$ cat config.mk
export PLATFORM = sky130hd
export DESIGN_NAME = airi5c_shifter_pipe_flat
export DESIGN_NICKNAME = d
export VERILOG_FILES = /design/src/rtl/airi5c_shifter_pipe_if.sv /design/src/rtl/airi5c_shifter_pipe.sv /design/src/flat_wrapper.sv
export SDC_FILE = /design/constraint.sdc
export NUM_CORES = 1
export LEC_CHECK = 0
export CAP_MARGIN = 10
export CORE_AREA = 2 2 120 169
export CTS_BUF_LIST = sky130_fd_sc_hd__clkbuf_2 sky130_fd_sc_hd__clkbuf_4 sky130_fd_sc_hd__clkbuf_8
export DETAILED_ROUTE_END_ITERATION = 16
export DIE_AREA = 0 0 122 171
export HOLD_SLACK_MARGIN = 0.05
export PLACE_DENSITY = 0.59
export SLEW_MARGIN = 20
export SYNTH_ARGS = -nofsm -noshare
export SYNTH_HDL_FRONTEND = slang
export SYNTH_SLANG_ARGS = --single-unit
export TNS_END_PERCENT = 1
$ cat constraint.sdc
create_clock -name clk -period 2.65 [get_ports clk]
set_input_delay 0.3975 -clock clk [delete_from_list [all_inputs] [get_ports clk]]
set_output_delay 0.3975 -clock clk [all_outputs]
set_load 0.02 [all_outputs]
$ cat src/rtl/airi5c_shifter_pipe_if.sv
// Operand/result bus of the pipelined barrel shifter: upstream valid/ready in,
// downstream valid/ready out, plus the flush strobe.
interface airi5c_shifter_pipe_if #(
    parameter int n = 32,
    parameter int s = 5
);
    logic         kill;
    logic         valid_in;
    logic         ready_out;
    logic [n-1:0] in;
    logic [s-1:0] sel;
    logic         dir;
    logic         sgn;
    logic         valid_out;
    logic         ready_in;
    logic [n-1:0] out;
    logic         sticky_bit;

    modport master (
        output kill, valid_in, in, sel, dir, sgn, ready_in,
        input  ready_out, valid_out, out, sticky_bit
    );

    modport slave (
        input  kill, valid_in, in, sel, dir, sgn, ready_in,
        output ready_out, valid_out, out, sticky_bit
    );
endinterface

$ cat src/rtl/airi5c_shifter_pipe.sv
// Pipelined bidirectional barrel shifter with sticky (lost-bit) output,
// valid/ready flow control and a synchronous kill.
module airi5c_shifter_pipe #(
    parameter int n      = 32,
    parameter int s      = 5,
    parameter int STAGES = 2
) (
    input  logic                  clk,
    input  logic                  n_reset,
    airi5c_shifter_pipe_if.slave  bus
);
    localparam int G = (s + STAGES - 1) / STAGES;

    // Applies log levels lo..hi-1. Every register stage carries the full sel, so
    // the lower sel bits tell how many fill bits already sit at the top of a right
    // shift; those are masked out of the sticky so sign fill never counts as lost.
    function automatic logic [n:0] shift_grp(input logic [n-1:0] d_in, input logic [s-1:0] sl,
                                             input logic dr, input logic sg, input int lo, input int hi);
        logic [n-1:0] d, keep, lmask;
        logic         lost;
        int           amt, filled;
        d      = d_in;
        lost   = 1'b0;
        filled = 0;
        for (int i = 0; i < s; i++) begin
            amt = 1 << i;
            if (i >= lo && i < hi && sl[i]) begin
                keep = (dr || filled == 0) ? '1 : (filled >= n) ? '0 : ({n{1'b1}} >> filled);
                if (amt >= n) begin
                    lost = lost | (|(d & keep));
                    d    = dr ? '0 : {n{sg}};
                end else if (dr) begin
                    lost = lost | (|(d >> (n - amt)));
                    d    = d << amt;
                end else begin
                    lmask = ~({n{1'b1}} << amt);
                    lost  = lost | (|(d & keep & lmask));
                    d     = (d >> amt) | ({n{sg}} << (n - amt));
                end
            end
            if (sl[i]) filled = filled + amt;
        end
        return {lost, d};
    endfunction

    logic [STAGES-1:0]        r_vld, r_dir, r_sgn, r_sticky;
    logic [STAGES-1:0][n-1:0] r_data;
    logic [STAGES-1:0][s-1:0] r_sel;

    logic [STAGES-1:0]        w_adv, w_vld_in, w_dir_in, w_sgn_in, w_st_in, w_st_nx;
    logic [STAGES-1:0][n-1:0] w_d_in, w_d_nx;
    logic [STAGES-1:0][s-1:0] w_sel_in;

    // A stage may load when it, or any stage after it, has a hole, or the sink takes the output.
    always_comb begin
        w_adv = '0;
        for (int k = 0; k < STAGES; k++) begin
            w_adv[k] = bus.ready_in;
            for (int j = k; j < STAGES; j++)
                if (!r_vld[j]) w_adv[k] = 1'b1;
        end
    end

    generate
        for (genvar k = 0; k < STAGES; k++) begin : g_stage
            localparam int LO = k * G;
            localparam int HI = ((k + 1) * G < s) ? (k + 1) * G : s;
            logic w_lost;

            if (k == 0) begin : g_head
                assign w_d_in[k]   = bus.in;
                assign w_sel_in[k] = bus.sel;
                assign w_dir_in[k] = bus.dir;
                assign w_sgn_in[k] = bus.sgn;
                assign w_st_in[k]  = 1'b0;
                assign w_vld_in[k] = bus.valid_in;
            end else begin : g_body
                assign w_d_in[k]   = r_data[k-1];
                assign w_sel_in[k] = r_sel[k-1];
                assign w_dir_in[k] = r_dir[k-1];
                assign w_sgn_in[k] = r_sgn[k-1];
                assign w_st_in[k]  = r_sticky[k-1];
                assign w_vld_in[k] = r_vld[k-1];
            end

            assign {w_lost, w_d_nx[k]} = shift_grp(w_d_in[k], w_sel_in[k], w_dir_in[k], w_sgn_in[k], LO, HI);
            assign w_st_nx[k] = w_st_in[k] | w_lost;
        end
    endgenerate

    always_ff @(posedge clk or negedge n_reset) begin
        if (!n_reset) begin
            r_vld    <= '0;
            r_dir    <= '0;
            r_sgn    <= '0;
            r_sticky <= '0;
            r_data   <= '0;
            r_sel    <= '0;
        end else begin
            for (int k = 0; k < STAGES; k++) begin
                if (bus.kill)
                    r_vld[k] <= 1'b0;
                else if (w_adv[k])
                    r_vld[k] <= w_vld_in[k];
                if (w_adv[k]) begin
                    r_data[k]   <= w_d_nx[k];
                    r_sel[k]    <= w_sel_in[k];
                    r_dir[k]    <= w_dir_in[k];
                    r_sgn[k]    <= w_sgn_in[k];
                    r_sticky[k] <= w_st_nx[k];
                end
            end
        end
    end

    assign bus.ready_out  = w_adv[0] & ~bus.kill;
    assign bus.valid_out  = r_vld[STAGES-1];
    assign bus.out        = r_data[STAGES-1];
    assign bus.sticky_bit = r_sticky[STAGES-1];

    // Control fields of the final stage have no consumer.
    logic w_unused;
    assign w_unused = ^{r_sel[STAGES-1], r_dir[STAGES-1], r_sgn[STAGES-1]};
endmodule

$ cat src/flat_wrapper.sv
// flat-port wrapper written by rule: the top's interface ports become plain ports
module airi5c_shifter_pipe_flat 
#(
    parameter int n      = 32,
    parameter int s      = 5,
    parameter int STAGES = 2
)
  (clk, n_reset, bus_kill, bus_valid_in, bus_in, bus_sel, bus_dir, bus_sgn, bus_ready_in, bus_ready_out, bus_valid_out, bus_out, bus_sticky_bit);
  airi5c_shifter_pipe_if #(.n(n), .s(s)) bus_i ();
  input  logic clk;
  input  logic n_reset;
  input wire logic [$bits(bus_i.kill)-1:0] bus_kill;
  input wire logic [$bits(bus_i.valid_in)-1:0] bus_valid_in;
  input wire logic [$bits(bus_i.in)-1:0] bus_in;
  input wire logic [$bits(bus_i.sel)-1:0] bus_sel;
  input wire logic [$bits(bus_i.dir)-1:0] bus_dir;
  input wire logic [$bits(bus_i.sgn)-1:0] bus_sgn;
  input wire logic [$bits(bus_i.ready_in)-1:0] bus_ready_in;
  output wire logic [$bits(bus_i.ready_out)-1:0] bus_ready_out;
  output wire logic [$bits(bus_i.valid_out)-1:0] bus_valid_out;
  output wire logic [$bits(bus_i.out)-1:0] bus_out;
  output wire logic [$bits(bus_i.sticky_bit)-1:0] bus_sticky_bit;
  assign bus_i.kill = bus_kill;
  assign bus_i.valid_in = bus_valid_in;
  assign bus_i.in = bus_in;
  assign bus_i.sel = bus_sel;
  assign bus_i.dir = bus_dir;
  assign bus_i.sgn = bus_sgn;
  assign bus_i.ready_in = bus_ready_in;
  assign bus_ready_out = bus_i.ready_out;
  assign bus_valid_out = bus_i.valid_out;
  assign bus_out = bus_i.out;
  assign bus_sticky_bit = bus_i.sticky_bit;
  airi5c_shifter_pipe #(.n(n), .s(s), .STAGES(STAGES)) u_core (.clk(clk), .n_reset(n_reset), .bus(bus_i));
endmodule
Word level (Yosys, flattened, before mapping)

Cells that the tools add are included.

Add/subtract/negate cells: 4
Magnitude comparators: 4
Shift-type cells: 4
Multiplexer cells: 41
Bitwise logic cells: 18
Reduce and logical (&&, ||, !) cells: 18

Operators by type and width:

| cell                                                 | count |
|---|---|
| 2-to-1 mux 32 bit                                    | 14 |
| zero test 32 bit                                     | 4 |
| >= comparator 32 x 7 -> 1 bit, second input constant | 3 |
| adder 32 x 4 -> 32 bit, second input constant        | 1 |
| adder 32 x 5 -> 32 bit, second input constant        | 1 |
| 2-to-1 mux 16 bit                                    | 2 |
| OR 16 x 32 -> 32 bit                                 | 1 |
| OR 24 x 32 -> 32 bit                                 | 1 |
| OR 28 x 32 -> 32 bit                                 | 1 |
| OR 30 x 32 -> 32 bit                                 | 1 |
| OR 31 x 32 -> 32 bit                                 | 1 |
| OR reduction 16 bit                                  | 2 |
| >> shifter 32 x 1 -> 2 bit, first input constant     | 1 |
| >> shifter 32 x 32 -> 16 bit, first input constant   | 1 |
| >> shifter 32 x 32 -> 4 bit, first input constant    | 1 |
| >> shifter 32 x 32 -> 8 bit, first input constant    | 1 |
| 2-to-1 mux 1 bit                                     | 19 |
| bitwise AND 16 bit                                   | 1 |
| 2-to-1 mux 8 bit                                     | 2 |
| OR reduction 8 bit                                   | 2 |
| bitwise AND 8 bit                                    | 1 |
| 2-to-1 mux 4 bit                                     | 2 |
| OR reduction 4 bit                                   | 2 |
| OR 1 bit                                             | 7 |
| other kinds (10)                                     | 17 |

Register bits: 75
Input port bits: 44
Output and inout bits: 35
Word-level logic and storage cells: 98

Logic depth before layout (Yosys ltp)

Word-level depth: 16
Mapped depth: 10
Gate-level depth less buffers: 6

Worst setup path after synthesis

No wires, ideal clock.

Path type: register to output
From: reg u_core.r_vld[1]
To: out bus_ready_out
Arrival: 1.754 ns
Setup slack: 0.498 ns
Cell stages (with the launch flop): 7
Cells stage by stage: dfrtp_1 nor2b_1 clkbuf_1 and2_1 clkbuf_1 clkbuf_1 nor2_1

Cells in the longest elaborated chain, start to end: 2

RTL lines:

| element                           | line                       | text |
|---|---|---|
| from (decl)                       | airi5c_shifter_pipe.sv:46  | `logic [STAGES-1:0] r_vld, r_dir, r_sgn, r_sticky;` |
| from (signal, indexed assignment) | airi5c_shifter_pipe.sv:104 | `r_vld[k] <= w_vld_in[k];` |
| 2-to-1 mux 1 bit                  | airi5c_shifter_pipe.sv:60  | `if (!r_vld[j]) w_adv[k] = 1'b1;` |
| bitwise AND 1 bit                 | airi5c_shifter_pipe.sv:116 | `assign bus.ready_out = w_adv[0] & ~bus.kill;` |
| to (decl)                         | flat_wrapper.sv:19         | `output wire logic [$bits(bus_i.ready_out)-1:0] bus_ready_out;` |

No other way between the ends.

Worst setup path in the final report

From: reg u_core.r_dir[0]
To: reg u_core.r_sticky[1]

Cells in the longest elaborated chain, start to end: 10
Elaborated cells between the ends (all ways): 18
Those cells by class: 8 x mux; 5 x bitwise; 5 x reduce/logical

RTL lines:

| element                           | line                                                 | text |
|---|---|---|
| from (decl)                       | airi5c_shifter_pipe.sv:46                            |  |
| from (signal, indexed assignment) | airi5c_shifter_pipe.sv:108                           | `r_dir[k] <= w_dir_in[k];` |
| logical OR 1 bit                  | airi5c_shifter_pipe.sv:28                            | `keep = (dr \|\| filled == 0) ? '1 : (filled >= n) ? '0 : ({n{1'b1}} >> filled);` |
| 2-to-1 mux 8 bit                  | airi5c_shifter_pipe.sv:28                            |  |
| bitwise AND 8 bit                 | airi5c_shifter_pipe.sv:37                            | `lost = lost \| (\|(d & keep & lmask));` |
| OR reduction 8 bit                | airi5c_shifter_pipe.sv:37                            |  |
| 2-to-1 mux 1 bit                  | airi5c_shifter_pipe.sv:32                            | `end else if (dr) begin` |
| 2-to-1 mux 1 bit                  | airi5c_shifter_pipe.sv:27                            | `if (i >= lo && i < hi && sl[i]) begin` |
| OR 1 bit (on tied branches)       | airi5c_shifter_pipe.sv:37, airi5c_shifter_pipe.sv:33 |  |
| 2-to-1 mux 1 bit                  | airi5c_shifter_pipe.sv:32                            |  |
| 2-to-1 mux 1 bit *                | airi5c_shifter_pipe.sv:27                            |  |
| OR 1 bit *                        | airi5c_shifter_pipe.sv:87                            | `assign w_st_nx[k] = w_st_in[k] \| w_lost;` |
| to (signal, indexed assignment)   | airi5c_shifter_pipe.sv:110                           | `r_sticky[k] <= w_st_nx[k];` |
| to (decl)                         | airi5c_shifter_pipe.sv:46                            |  |

Every way passes the cells marked *; elsewhere a longest branch is shown, timed or not.
A chain may end at the register's enable or synchronous reset.

==> metrics.csv <==
metric,value,unit
hold_path_class,input port to asynchronous set/reset pin,
core,19460,µm²
vias,5956,
swShare,36.04,%
clockPowerShare,21.0,%
rows,61,
power_frac_comb,40.4,%
ir_drop,0.0001929,V
power,3.618,mW
cts_buffers,9,
drt.antenna.violating_nets,0,
synth_top_area_cell,dfrtp_1,
root_buffer,clkbuf_8,
fillCellCount,2007,
ys_warn_count,0,
cp_data_required_time,2.88,ns
grt_pass1_wl,31400,µm
cts_tree,yes,
io_pins,79,
crit_start,u_core.r_dir[0],
layout_min_cycle_time,2.423,ns
drc_errors,0,
async_flop_share,100.0,%
p_seq_share,38.6,%
r2r_setup_slack,0.23,ns
grtUsageTotal,19.13,%
syn_area_per_cell,8.863,µm²
drt-initial-drc-count,329,
wire_per_inst,18.41,µm
syn_inst,755,
rsz0062_at_grt,no,
power_switching,1.304,mW
routed_wl,19530,µm
htreeDepth,3,
finalSetupTns,0,ns
synth_top_cell_area_share,26.93,%
diodes,0,
grt_pass1_vias,5762,
maxCapViolations,0,
yosys.cell_types.count,57,
max_slew.worst_pin.slew,0.6860,ns
hold_viol_final,0,
firstDrtPassIters,5,
hpwl,15140,µm
synth_area_leaders,"dfrtp_1 (27%), mux4_2 (11%), mux2i_1 (8.8%)",
dieArea,20860,µm²
antenna_found_initial,0,
slew_headroom,54.27,%
slew_violations,0,
cts-resized-gates,0,
ys_seq_area_share,26.93,%
skew,0.008881,ns
max_freq,412.7,MHz
overflow,0,
cts_buffer_depth,2,
r2r_start,u_core.r_dir[0],
period_share,91.44,%
cp-end-kind,register,
synthTopCellsByCount,"nor2_1 (76), dfrtp_1 (72), a21oi_1 (68)",
syn2layout_area_growth,17.67,%
die_h,171,µm
worstSkewPairLatency,0.36,ns
synth_area,6691,µm²
ys_ff_latch,72,
criticalPathCategory,register to register,
grt_start_max_net_pins,57,
cp.arrival,2.66,ns
start_util,34.38,%
r2r-end,u_core.r_sticky[1],
setup_viol,0,
layout.nets,848,
ys.flop_type,dfrtp_1,
p_leak,3.192,nW
path_clk_slew,0.07,ns
via_per_inst,5.614,
outcome,finished clean,
die_x,122,µm
yosysMostFrequentCell,nor2_1,
place_congestion,0.9579,
p_per_area,459.5,nW/µm²
critPathMaxFanout,14,
cts_setup_buffers,0,
synth_nets,799,
drive_gt1_share,19.90,%
portBuffers,78,
synth-edff-count,0,
critPathLaunchType,register,
p_int,2.314,mW
postCtsHoldBufs,0,
cts.sinks,72,
reg2regPathDepth,6,
-- cells by family after synthesis --
logic type,Yosys count,synth area share (%)
AO/OA/AOI/OAI,270,26.07
buffers and inverters,109,9.293
flip-flops,72,26.93
multiplexers,127,26.03
AND/OR/NAND/NOR,177,11.69
-- through the flow --
| stage | util, % | hold slack, ns | cell area [µm²] | instances | worst slack [ns] |
|---|---|---|---|---|---|
| final | 40.46 | 0.07927 | 7874 | 1061 | 0.2268 |
| after detailed placement | 39.57 | 0.4654 | 7701 | 1045 | 0.1800 |
| after floorplan | - | 0.1019 | 6691 | 755 | 0.4980 |
| after global placement | 39.57 | 0.4604 | 7701 | 1045 | 0.2106 |
| after global routing | 40.46 | 0.1181 | 7874 | 1061 | 0.1027 |
| after CTS | 40.46 | 0.09121 | 7874 | 1061 | 0.2716 |
-- layout by cell type, fill, tap and decap left out, drive strengths merged, types with 6 or more instances in the layout --
master	instances
a211oi	37
dfrtp	72
a21o	23
nand2	58
clkinv	6
o21a	15
o221ai	10
mux2i	61
clkbuf	10
o211ai	18
buf	65
mux2	33
inv	6
o21ai	61
a31oi	12
nor2b	13
mux4	33
a21oi	68
nor2	76
clkdlybuf4s50	74
-- critical path, cell delays in order, from the launching register on --
cell and delay, ns:
dfrtp_1 0.70, mux2_2 0.40, mux2i_1 0.29, nand4_1 0.11
or4_1 0.44, o211ai_1 0.25, a31oi_1 0.11
-- power groups by stage --
stage	Clock (mW)	Combinational [mW]	Sequential (mW)
after floorplan	0	1.01	1.36
after global placement	0	1.45	1.41
after detailed placement	0	1.46	1.42
after CTS	0.792	1.47	1.40
after global routing	0.836	1.58	1.42
final	0.760	1.46	1.40
-- area by class of cell --
cell class,count,area [µm²],share of cell area [%]
clock buffer,10,137.6,1.748
clock inverter,6,35.03,0.4449
inverter,8,30.03,0.3814
multi-input combinational,574,4270,54.23
sequential,72,1802,22.88
tap,252,315.3,4.004
timing repair buffer,139,1284,16.30
-- flip-flops by register name, indices dropped and copies added, names as in the netlist --
register / cells
u_core.r_dir: 1
u_core.r_sgn: 1
u_core.bus.out: 32
u_core.r_vld: 2
u_core.r_sticky: 2
u_core.r_data: 32
u_core.r_sel: 2
-- worst max path at each step --
| stage | slack, ns | cells past startpoint | to |
|---|---|---|---|
| after floorplan | 0.50 | 6 | bus_ready_out |
| after global placement | 0.21 | 8 | u_core.r_data[19] |
| after detailed placement | 0.18 | 8 | u_core.r_data[11] |
| after CTS | 0.27 | 6 | u_core.r_sticky[1] |
| after global routing | 0.10 | 6 | u_core.r_sticky[1] |
| final | 0.23 | 6 | u_core.r_sticky[1] |
-- routing by layer --
| metal | up-vias | track usage (%) | share of wire, % |
|---|---|---|---|
| met4 | 0 | 9.095 | 3.9 |
| met3 | 40 | 2.067 | 3.5 |
| li1 | 2906 | - | - |
| met5 | - | 0 | 0 |
| met1 | 2828 | 24.30 | 43 |
| met2 | 182 | 32.28 | 49 |
Note: power is estimated with default switching activity, not from simulation.
